## config.mk

```make
export PLATFORM = sky130hd
export DESIGN_NAME = seq_fetch_unit
export DESIGN_NICKNAME = d
export VERILOG_FILES = /design/src/rtl/seq_fetch_unit.sv
export SDC_FILE = /design/constraint.sdc
export NUM_CORES = 1
export LEC_CHECK = 0
export ABC_AREA = 1
export CORE_AREA = 2 2 160 162
export DETAILED_ROUTE_END_ITERATION = 12
export DIE_AREA = 0 0 162 164
export PLACE_DENSITY = 0.87
export SYNTH_ARGS = -nofsm -noshare
export SYNTH_HDL_FRONTEND = slang
export SYNTH_SLANG_ARGS = --single-unit
```

## constraint.sdc

```tcl
create_clock -name clk -period 9.1 [get_ports clk]
set_input_delay 1.82 -clock clk [delete_from_list [all_inputs] [get_ports clk]]
set_output_delay 1.82 -clock clk [all_outputs]
set_load 0.05 [all_outputs]
```

## src/rtl/seq_fetch_unit.sv

```systemverilog
// ---------------------------------------------------------------------------
// seq_fetch_unit
//   Fetch stage of the Y86-64 SEQ core. Reads one instruction from a
//   byte-wide instruction memory, one byte per request/valid handshake,
//   splits it into icode/ifun/rA/rB/valC and computes valP.
//
// Parameters
//   IMEM_BYTES      instruction memory size; fetch addresses >= this are an
//                   imem error and are never requested.
//   TIMEOUT_CYCLES  max wait cycles for one byte response (FETCH_TIMEOUT_EN).
//
// Configuration macro
//   FETCH_TIMEOUT_EN  when defined, a per-request wait counter aborts the
//                     fetch with imem_error after TIMEOUT_CYCLES wait cycles.
//                     When undefined the unit waits indefinitely.
//
// Ports
//   clk, rst        clock (posedge), synchronous active-high reset
//   PC, start       fetch address and request pulse (accepted in IDLE only)
//   mem_req/addr    byte read request and its address
//   mem_rdata/valid returned byte; mem_valid completes the request
//   icode..valP     decoded instruction fields, valid from done onward
//   instr_valid     0 when icode > 4'hB
//   imem_error      address out of range or response timeout
//   busy, done      fetch in progress / one-cycle completion pulse
// ---------------------------------------------------------------------------
module seq_fetch_unit #(
  parameter int unsigned IMEM_BYTES     = 1024,
  parameter int unsigned TIMEOUT_CYCLES = 16
) (
  input  logic        clk,
  input  logic        rst,
  input  logic [63:0] PC,
  input  logic        start,
  output logic        mem_req,
  output logic [63:0] mem_addr,
  input  logic [7:0]  mem_rdata,
  input  logic        mem_valid,
  output logic [3:0]  icode,
  output logic [3:0]  ifun,
  output logic [3:0]  rA,
  output logic [3:0]  rB,
  output logic [63:0] valC,
  output logic [63:0] valP,
  output logic        instr_valid,
  output logic        imem_error,
  output logic        busy,
  output logic        done
);

  typedef enum logic [1:0] {IDLE, REQ, FIN} state_t;

  // Architectural result of one fetch; held until the next accepted start.
  typedef struct packed {
    logic [3:0]  icode;
    logic [3:0]  ifun;
    logic [3:0]  ra;
    logic [3:0]  rb;
    logic [63:0] valc;
    logic [63:0] valp;
    logic        ivalid;
    logic        err;
  } fetch_t;

  localparam fetch_t FETCH_RST = '{
    icode:  4'h0,
    ifun:   4'h0,
    ra:     4'hF,
    rb:     4'hF,
    valc:   64'd0,
    valp:   64'd0,
    ivalid: 1'b1,
    err:    1'b0
  };

  state_t      state, nstate;
  fetch_t      f;
  logic [63:0] base;
  logic [3:0]  idx;     // bytes captured so far (0..10)

  // ---- instruction length / field layout by icode -------------------------
  function automatic logic [3:0] len_of(input logic [3:0] ic);
    case (ic)
      4'h0, 4'h1, 4'h9:             len_of = 4'd1;
      4'h2, 4'h6, 4'hA, 4'hB:       len_of = 4'd2;
      4'h7, 4'h8:                   len_of = 4'd9;
      4'h3, 4'h4, 4'h5:             len_of = 4'd10;
      default:                      len_of = 4'd1;
    endcase
  endfunction

  function automatic logic has_reg(input logic [3:0] ic);
    case (ic)
      4'h2, 4'h3, 4'h4, 4'h5, 4'h6, 4'hA, 4'hB: has_reg = 1'b1;
      default:                                  has_reg = 1'b0;
    endcase
  endfunction

  // ---- request-side combinational control ---------------------------------
  logic [3:0]  len;
  logic        complete;
  logic [63:0] addr;
  logic        oob;
  logic        req_ok;
  logic        accept;
  logic        timeout;

  // icode is only meaningful once byte 0 has been captured (idx != 0).
  assign len      = len_of(f.icode);
  assign complete = (idx != 4'd0) && (idx == len);
  assign addr     = base + {60'd0, idx};
  assign oob      = addr >= 64'(IMEM_BYTES);
  assign req_ok   = (state == REQ) && !complete && !oob;
  assign accept   = req_ok && mem_valid;

`ifdef FETCH_TIMEOUT_EN
  localparam int unsigned WCW = (TIMEOUT_CYCLES > 1) ? $clog2(TIMEOUT_CYCLES) : 1;
  localparam logic [WCW-1:0] WC_LAST = WCW'(TIMEOUT_CYCLES - 1);

  logic [WCW-1:0] wcnt;

  // Fires on the last allowed wait cycle, so done lands TIMEOUT_CYCLES
  // cycles after the request rises. A response in that cycle still wins.
  assign timeout = req_ok && !mem_valid && (wcnt == WC_LAST);

  always_ff @(posedge clk) begin
    if (rst) begin
      wcnt <= '0;
    end else if ((state == IDLE) && start) begin
      wcnt <= '0;
    end else if (accept) begin
      wcnt <= '0;
    end else if (req_ok && !timeout) begin
      wcnt <= wcnt + 1'b1;
    end
  end
`else
  assign timeout = 1'b0;

  // TIMEOUT_CYCLES only matters with the wait counter; keep it legal here.
  if (TIMEOUT_CYCLES == 0) begin : g_timeout_cfg_unused
  end
`endif

  // ---- FSM ------------------------------------------------------------------
  always_ff @(posedge clk) begin
    if (rst) state <= IDLE;
    else     state <= nstate;
  end

  always_comb begin
    nstate  = state;
    mem_req = 1'b0;
    busy    = 1'b0;
    done    = 1'b0;
    case (state)
      IDLE: begin
        if (start) nstate = REQ;
      end
      REQ: begin
        busy    = 1'b1;
        mem_req = req_ok;
        if (complete || oob || timeout) nstate = FIN;
      end
      FIN: begin
        done   = 1'b1;
        nstate = IDLE;
      end
      default: nstate = IDLE;
    endcase
  end

  assign mem_addr = mem_req ? addr : 64'd0;

  // ---- datapath ---------------------------------------------------------------
  // Constant byte index: valC byte 0 sits at instruction byte 1 (jXX/call)
  // or byte 2 (irmovq/rmmovq/mrmovq).
  logic [3:0] cidx;
  logic       is_c8;
  logic       is_c10;

  assign is_c8  = (f.icode == 4'h7) || (f.icode == 4'h8);
  assign is_c10 = (f.icode == 4'h3) || (f.icode == 4'h4) || (f.icode == 4'h5);
  assign cidx   = is_c8 ? (idx - 4'd1) : (idx - 4'd2);

  always_ff @(posedge clk) begin
    if (rst) begin
      f    <= FETCH_RST;
      base <= 64'd0;
      idx  <= 4'd0;
    end else begin
      case (state)
        IDLE: begin
          if (start) begin
            base     <= PC;
            idx      <= 4'd0;
            f.icode  <= 4'h0;
            f.ifun   <= 4'h0;
            f.ra     <= 4'hF;
            f.rb     <= 4'hF;
            f.valc   <= 64'd0;
            f.ivalid <= 1'b1;
            f.err    <= 1'b0;
          end
        end
        REQ: begin
          if (complete) begin
            f.valp <= base + {60'd0, len};
          end else if (oob || timeout) begin
            f.err  <= 1'b1;
            f.valp <= base;
          end else if (accept) begin
            idx <= idx + 4'd1;
            if (idx == 4'd0) begin
              f.icode  <= mem_rdata[7:4];
              f.ifun   <= mem_rdata[3:0];
              f.ivalid <= (mem_rdata[7:4] <= 4'hB);
            end else if ((idx == 4'd1) && has_reg(f.icode)) begin
              f.ra <= mem_rdata[7:4];
              f.rb <= mem_rdata[3:0];
            end else if (is_c8 || is_c10) begin
              f.valc[{cidx[2:0], 3'b000} +: 8] <= mem_rdata;
            end
          end
        end
        default: ;
      endcase
    end
  end

  assign icode       = f.icode;
  assign ifun        = f.ifun;
  assign rA          = f.ra;
  assign rB          = f.rb;
  assign valC        = f.valc;
  assign valP        = f.valp;
  assign instr_valid = f.ivalid;
  assign imem_error  = f.err;

endmodule

```

; Word level (Yosys, flattened, before mapping)
; Memory sizes are Yosys's and may differ from the RTL's. A register that Yosys moved wholly into a read port is not among the register bits.
; Cells that the tools add are included.
[totals]
reg_bits = 216
mem_bits_ro = 48
out_inout_bits = 213
n_memories = 1
[mem_list]
columns = memory, depth, word_bits, read_ports, rd_clocked_by_memory_dff, wr, line_no
row1 = (no name shown), 16, 3, 1, 1, 0, 83  ; case (ic)
[op_classes]
n_addsub = 6
order_cmp = 2
n_eq_ne = 24
shifts = 2
mux = 42
n_reduce_logical = 26
[ops]
columns = op, n
row1 = 64-bit two-way mux, 5
row2 = 80-bit two-way mux, 4
row3 = 80-bit case mux with 2 select lines, 1
row4 = 64-bit by 4-bit adder with 64-bit output, 2
row5 = 72-bit two-way mux, 1
row6 = 64-bit bitwise mux, 1
row7 = "64-bit by 11-bit greater-or-equal comparator with 1-bit output, second input constant", 1
row8 = "8-bit by 8-bit variable shift with 64-bit output, first input constant", 1
row9 = 8-bit by 8-bit variable part select with 64-bit output, 1
row10 = 4-bit two-way mux, 6
row11 = "4-bit by 3-bit == test with 1-bit output, second input constant", 4
row12 = 8-bit two-way mux, 2
row13 = 1-bit two-way mux, 14
row14 = "2-bit != test, second input constant", 7
row15 = "4-bit == test, second input constant", 3
row16 = "4-bit by 2-bit == test with 1-bit output, second input constant", 2
row17 = 2-bit two-way mux, 4
row18 = "2-bit by 1-bit != test with 1-bit output, second input constant", 4
row19 = 6-bit negator with 8-bit output, 1
row20 = 2-bit case mux with 2 select lines, 2
row21 = 4-bit case mux with 2 select lines, 1
row22 = 8-bit AND reduction, 1
row23 = 7-bit AND reduction, 1
row24 = 7-bit OR reduction, 1
row25 = other kinds (20), 32

; Logic depth before layout (Yosys ltp)
[logic_depth]
word_depth = 20
depth_mapped = 27
mapped_depth_nobuf = 27

; Worst setup path after synthesis
; Ideal clock, no wire load.
[synth_path]
kind = register -> output
from = register idx[0]
to = output mem_addr[3]
t_arrival_ns = 4.255
required_time_ns = 7.280
setup_slack_ns = 3.025
stages_incl_launch_ff = 23
path_buffers = 1
path_cell_list = dfxtp_1 ha_1 inv_1 fa_1 inv_1 nand2_1 nand2_1 nand2_1 nor2_2 nand2_2 o21ai_1 nand2_1 nor2_1 nand2_1 nor2_1 nand2_1 nor2_2 and2_1 nand2_4 nor2_1 inv_1 buf_2 a21oi_1
[synth_between]
elab_chain_len = 7
elab_cells_between_ends = 11
cone_classes = add/sub: 1 / order compare: 1 / eq/ne: 1 / mux: 2 / reduce/logical: 6
[synth_lines]
columns = element, line_no
row1 = from (decl), 79  ; logic [3:0] idx;
row2 = from (signal assigned), 213  ; idx <= idx + 4'd1;
row3 = "parallel branches: the longest is 4 deep, another holds 64-bit by 4-bit adder with 64-bit output", n/a
row4 = 1-bit logical AND (*), 113  ; assign req_ok = (state == REQ) && !complete && !oob;
row5 = 1-bit two-way mux (*), 156  ; case (state)
row6 = via mem_req, 35  ; output logic mem_req,
row7 = 64-bit two-way mux (*), 173  ; assign mem_addr = mem_req ? addr : 64'd0;
row8 = to (decl), 36  ; output logic [63:0] mem_addr,
; Mark *: on every way through the listed nets, which the timed path passes.

; Worst setup path in the final report
[layout_path]
from = register idx[0]
to = output mem_addr[6]
[layout_between]
elab_chain_len = 7
elab_cells_between_ends = 11
cone_classes = add/sub: 1 / order compare: 1 / eq/ne: 1 / mux: 2 / reduce/logical: 6
[layout_lines]
columns = element, line_no
row1 = "parallel branches: the longest is 6 deep, another holds 64-bit by 4-bit adder with 64-bit output", n/a
row2 = 64-bit two-way mux (*), 173
; Mark *: on every way between the ends.

==> reports/results.tsv <==
stage	metric	value	unit
run_status	status	completed	
power_and_ir_drop	Seq pwr share	43.9	%
power_and_ir_drop	Power per Cell Area	160	nW/um^2
clock_network	total of hold buffers inserted after clock tree synthesis	0	
global_routing	initial antenna violation count	0	
logic_synthesis	average size of a mapped cell	6.63	um^2
logic_synthesis	sequential element share of the synthesized area	35.7	%
global_routing	number of global-route vias before repair	12400	
final_layout	most common cell after layout, fill and taps aside	nand2_1	
logic_synthesis	number of storage elements in the synthesis netlist	219	
floorplanning	placement row count	58	
sta	unrepaired setup endpoints after global routing	false	
sta	clock skew	0.0123	ns
final_layout	number of nets in the layout	2138	
clock_network	maximum clock insertion buffer count	3	
logic_synthesis	FFs w/ async S/R, synth	0	%
min_path	Min-Delay Path Class	flop to flop	
logic_synthesis	number of warning messages in the yosys log	0	
clock_network	register clock-pin slew on the reported worst setup and hold paths	0.06	ns
power_and_ir_drop	internal power	1.64	mW
route	remaining antenna violation count after routing	0	
sta	Total Negative Setup Slacks	0	ns
power_and_ir_drop	power dissipated by switching net loads	0.791	mW
power_and_ir_drop	cell leakage power	5.69	nW
floorplanning	die width	162	um
global_routing	pin count of the biggest net entering global routing	97	
route	wire per inst	21.1	um
clock_network	H-tree levels	1	
power_and_ir_drop	maximum ir drop on the vdd rail	0.149	mV
sta	highest attainable clock frequency	134	MHz
floorplanning	I/O pin count	289	
final_layout	fraction of final layout cells with drive strength greater than 1	4.27	%
critical_path	CP required	7.28	ns
route	length of routed wiring on met1	21100	um
clock_network	clk sinks	219	
floorplanning	die outline height	164	um
final_layout	synth-to-layout area growth	24.3	%
clock_network	number of buffers inserted by post-CTS setup repair	0	
route	Vias	13400	
sta	final setup violation count	0	
sta	Tcrit/Tclk final	81.7	%
power_and_ir_drop	clock network power share	37.7	%
critical_path	Critical Path Start Type	flop	
route	Via density	5.61	
route	# DRC	0	
critical_path	Critical Setup Path Class	flop to output port	
route	met2 WL post-DR	23000	um
sta	minimum clock period after layout	7.44	ns
logic_synthesis	cell type with the largest total area after synthesis	dfxtp_1	
global_routing	GRT Residual Overflow	0	
final_layout	commonest non-fill, non-tap cells in the layout	460 x nand2_1, 252 x nor2_1, 233 x clkdlybuf4s50_1, 219 x dfxtp_1, 188 x a21oi_1	
power_and_ir_drop	Power, Total	2.44	mW
final_layout	antenna cells	0	
power_and_ir_drop	portion of total power attributed to combinational logic	18.4	%
final_layout	fillers	2275	
global_routing	Total Routing Usage GR	37.0	%
route	max layer used	met4	
clock_network	post-CTS resize count	0	
route	number of iterations in the first detailed-routing pass	6	
route	met3 routed WL	4780	um
placement	weighted congestion reported at the end of routability-driven placement	1.10	
clock_network	clock tree from TritonCTS	built	
clock_network	clk_lat worst skew	0.54	ns
route	Iter 0 DRT Violations	1642	
global_routing	wire length of the first global-routing pass	74600	um
sta	slew at the pin closest to its max-slew limit	1.31	ns
sta	worst slew slack as a fraction of its limit	12.4	%
logic_synthesis	synthesized cell area	12300	um^2
floorplanning	Die Area	26600	um^2
power_and_ir_drop	switching share of power	32.5	%
placement	count of buffers inserted at the top-level ports	234	
job	maxcap violations	0	
sta	Final Max Slew Viols	0	
logic_synthesis	Post-Syn Instances	1854	
floorplanning	starting density of the core	49.5	%
sta	count of endpoints failing hold in the final timing report	0	
clock_network	CTS Root Cell	clkbuf_16	
placement	HPWL after detailed placement	39300	um
logic_synthesis	number of unique standard cell types used by synthesis	44	
logic_synthesis	Primary FF master, synth	dfxtp_1	
route	total wire length after detailed routing	50500	um
critical_path	Worst Path Max Fanout	73	
logic_synthesis	top-area cell type share of the netlist area	35.7	%
critical_path	data arrival time of the critical path	5.62	ns
floorplanning	Std-Cell Core Area	24800	um^2
logic_synthesis	top post-synthesis cells by area	dfxtp_1 36%, nand2_1 14%, nor2_1 7.7%, a21oi_1 7.7%, nand3_1 6.2%	
logic_synthesis	Post-synth EDFFs	0	
critical_path	CP Capture Type	output port	
clock_network	number of clock buffers inserted by TritonCTS	24	
==> power groups by stage <==
stage | clock [mW] | combinational, mW | sequential [mW]
after floorplan | 0 | 0.262 | 1.12
after global placement | 0 | 0.434 | 1.09
after detailed placement | 0 | 0.440 | 1.09
after CTS | 0.921 | 0.443 | 1.07
after global routing | 0.961 | 0.479 | 1.07
final | 0.917 | 0.449 | 1.07
==> worst max-delay path, cell delays in order (launching register included) <==
cell and delay [ns]:
dfxtp_1 0.44, ha_1 0.23, inv_1 0.06, fa_1 0.40, inv_1 0.10, nand2_1 0.08
nand2_1 0.10, nand2_1 0.13, nor2_2 0.25, nand2_1 0.15, nor2_2 0.17, nand2_1 0.07
nand2_1 0.06, nand2_1 0.06, nor2_1 0.10, nand2_1 0.08, nor2_1 0.09, nand2_1 0.08
nor2_2 0.13, and2_1 0.20, nand2_4 0.44, nor2_1 0.33, inv_1 0.25, a21oi_1 0.23
clkdlybuf4s50_1 0.85
==> layer usage <==
metal	vias up	GRT usage, %
li1	6269	-
met1	6242	50.2
met2	788	60.9
met3	109	5.81
met4	0	11.2
met5	-	0
==> cells by family after synthesis <==
family,Yosys count,synth area share [%]
AOI/OAI and AO/OA,314,13.5
DFF,219,35.7
adders and majority gates,15,1.65
xor gates and xnor gates,84,5.99
other,1,0.0305
buffers and inverters,265,10.3
and+or+nand+nor,956,32.8
==> registers in the layout (all words and copies together), names as in the netlist <==
register	count
state	2
icode	4
base	64
rB	4
instr_valid	1
imem_error	1
rA	4
idx	4
len	3
ifun	4
valP	64
valC	64
==> area by class of cell <==
cell class	count	area, um^2	share of cell area (%)
Multi-Input combinational cell	1423	6850	44.8
Tap cell	330	413	2.70
Clock buffer	35	672	4.40
Clock inverter	6	46.3	0.303
Inverter	140	528	3.46
Timing Repair Buffer	239	2380	15.6
Sequential cell	219	4380	28.7
==> Yosys cell counts (all sizes together) (9+ instances only) <==
master and n:
o21ai 99, nand3 153, ha 13, buf 76, nor3 28, nand2 470
a21oi 188, clkbuf 49, nor2 279, inv 140, xnor2 14, dfxtp 219
nand4 13, xor2 70, o211ai 9
==> through the flow <==
step	hold slack [ns]	cell area, um^2	utilization (%)	std cells	worst slack, ns
after floorplan	0.467	12500	-	1907	3.03
after global placement	0.448	14500	58.6	2351	2.38
after detailed placement	0.451	14500	58.6	2351	2.28
after CTS	0.461	15300	61.5	2392	1.66
after global routing	0.473	15300	61.5	2392	1.20
final	0.459	15300	61.5	2392	1.66
==> final timing paths <==
kind,to,startpoint,slack (ns),cells after the start
min reg2reg,valP[57],valP[57],0.46,2
min,valP[57],valP[57],0.46,2
max reg2reg,valP[0],idx[0],3.91,20
max,mem_addr[6],idx[0],1.66,24
No activity file was read; power rests on OpenSTA's default activity.
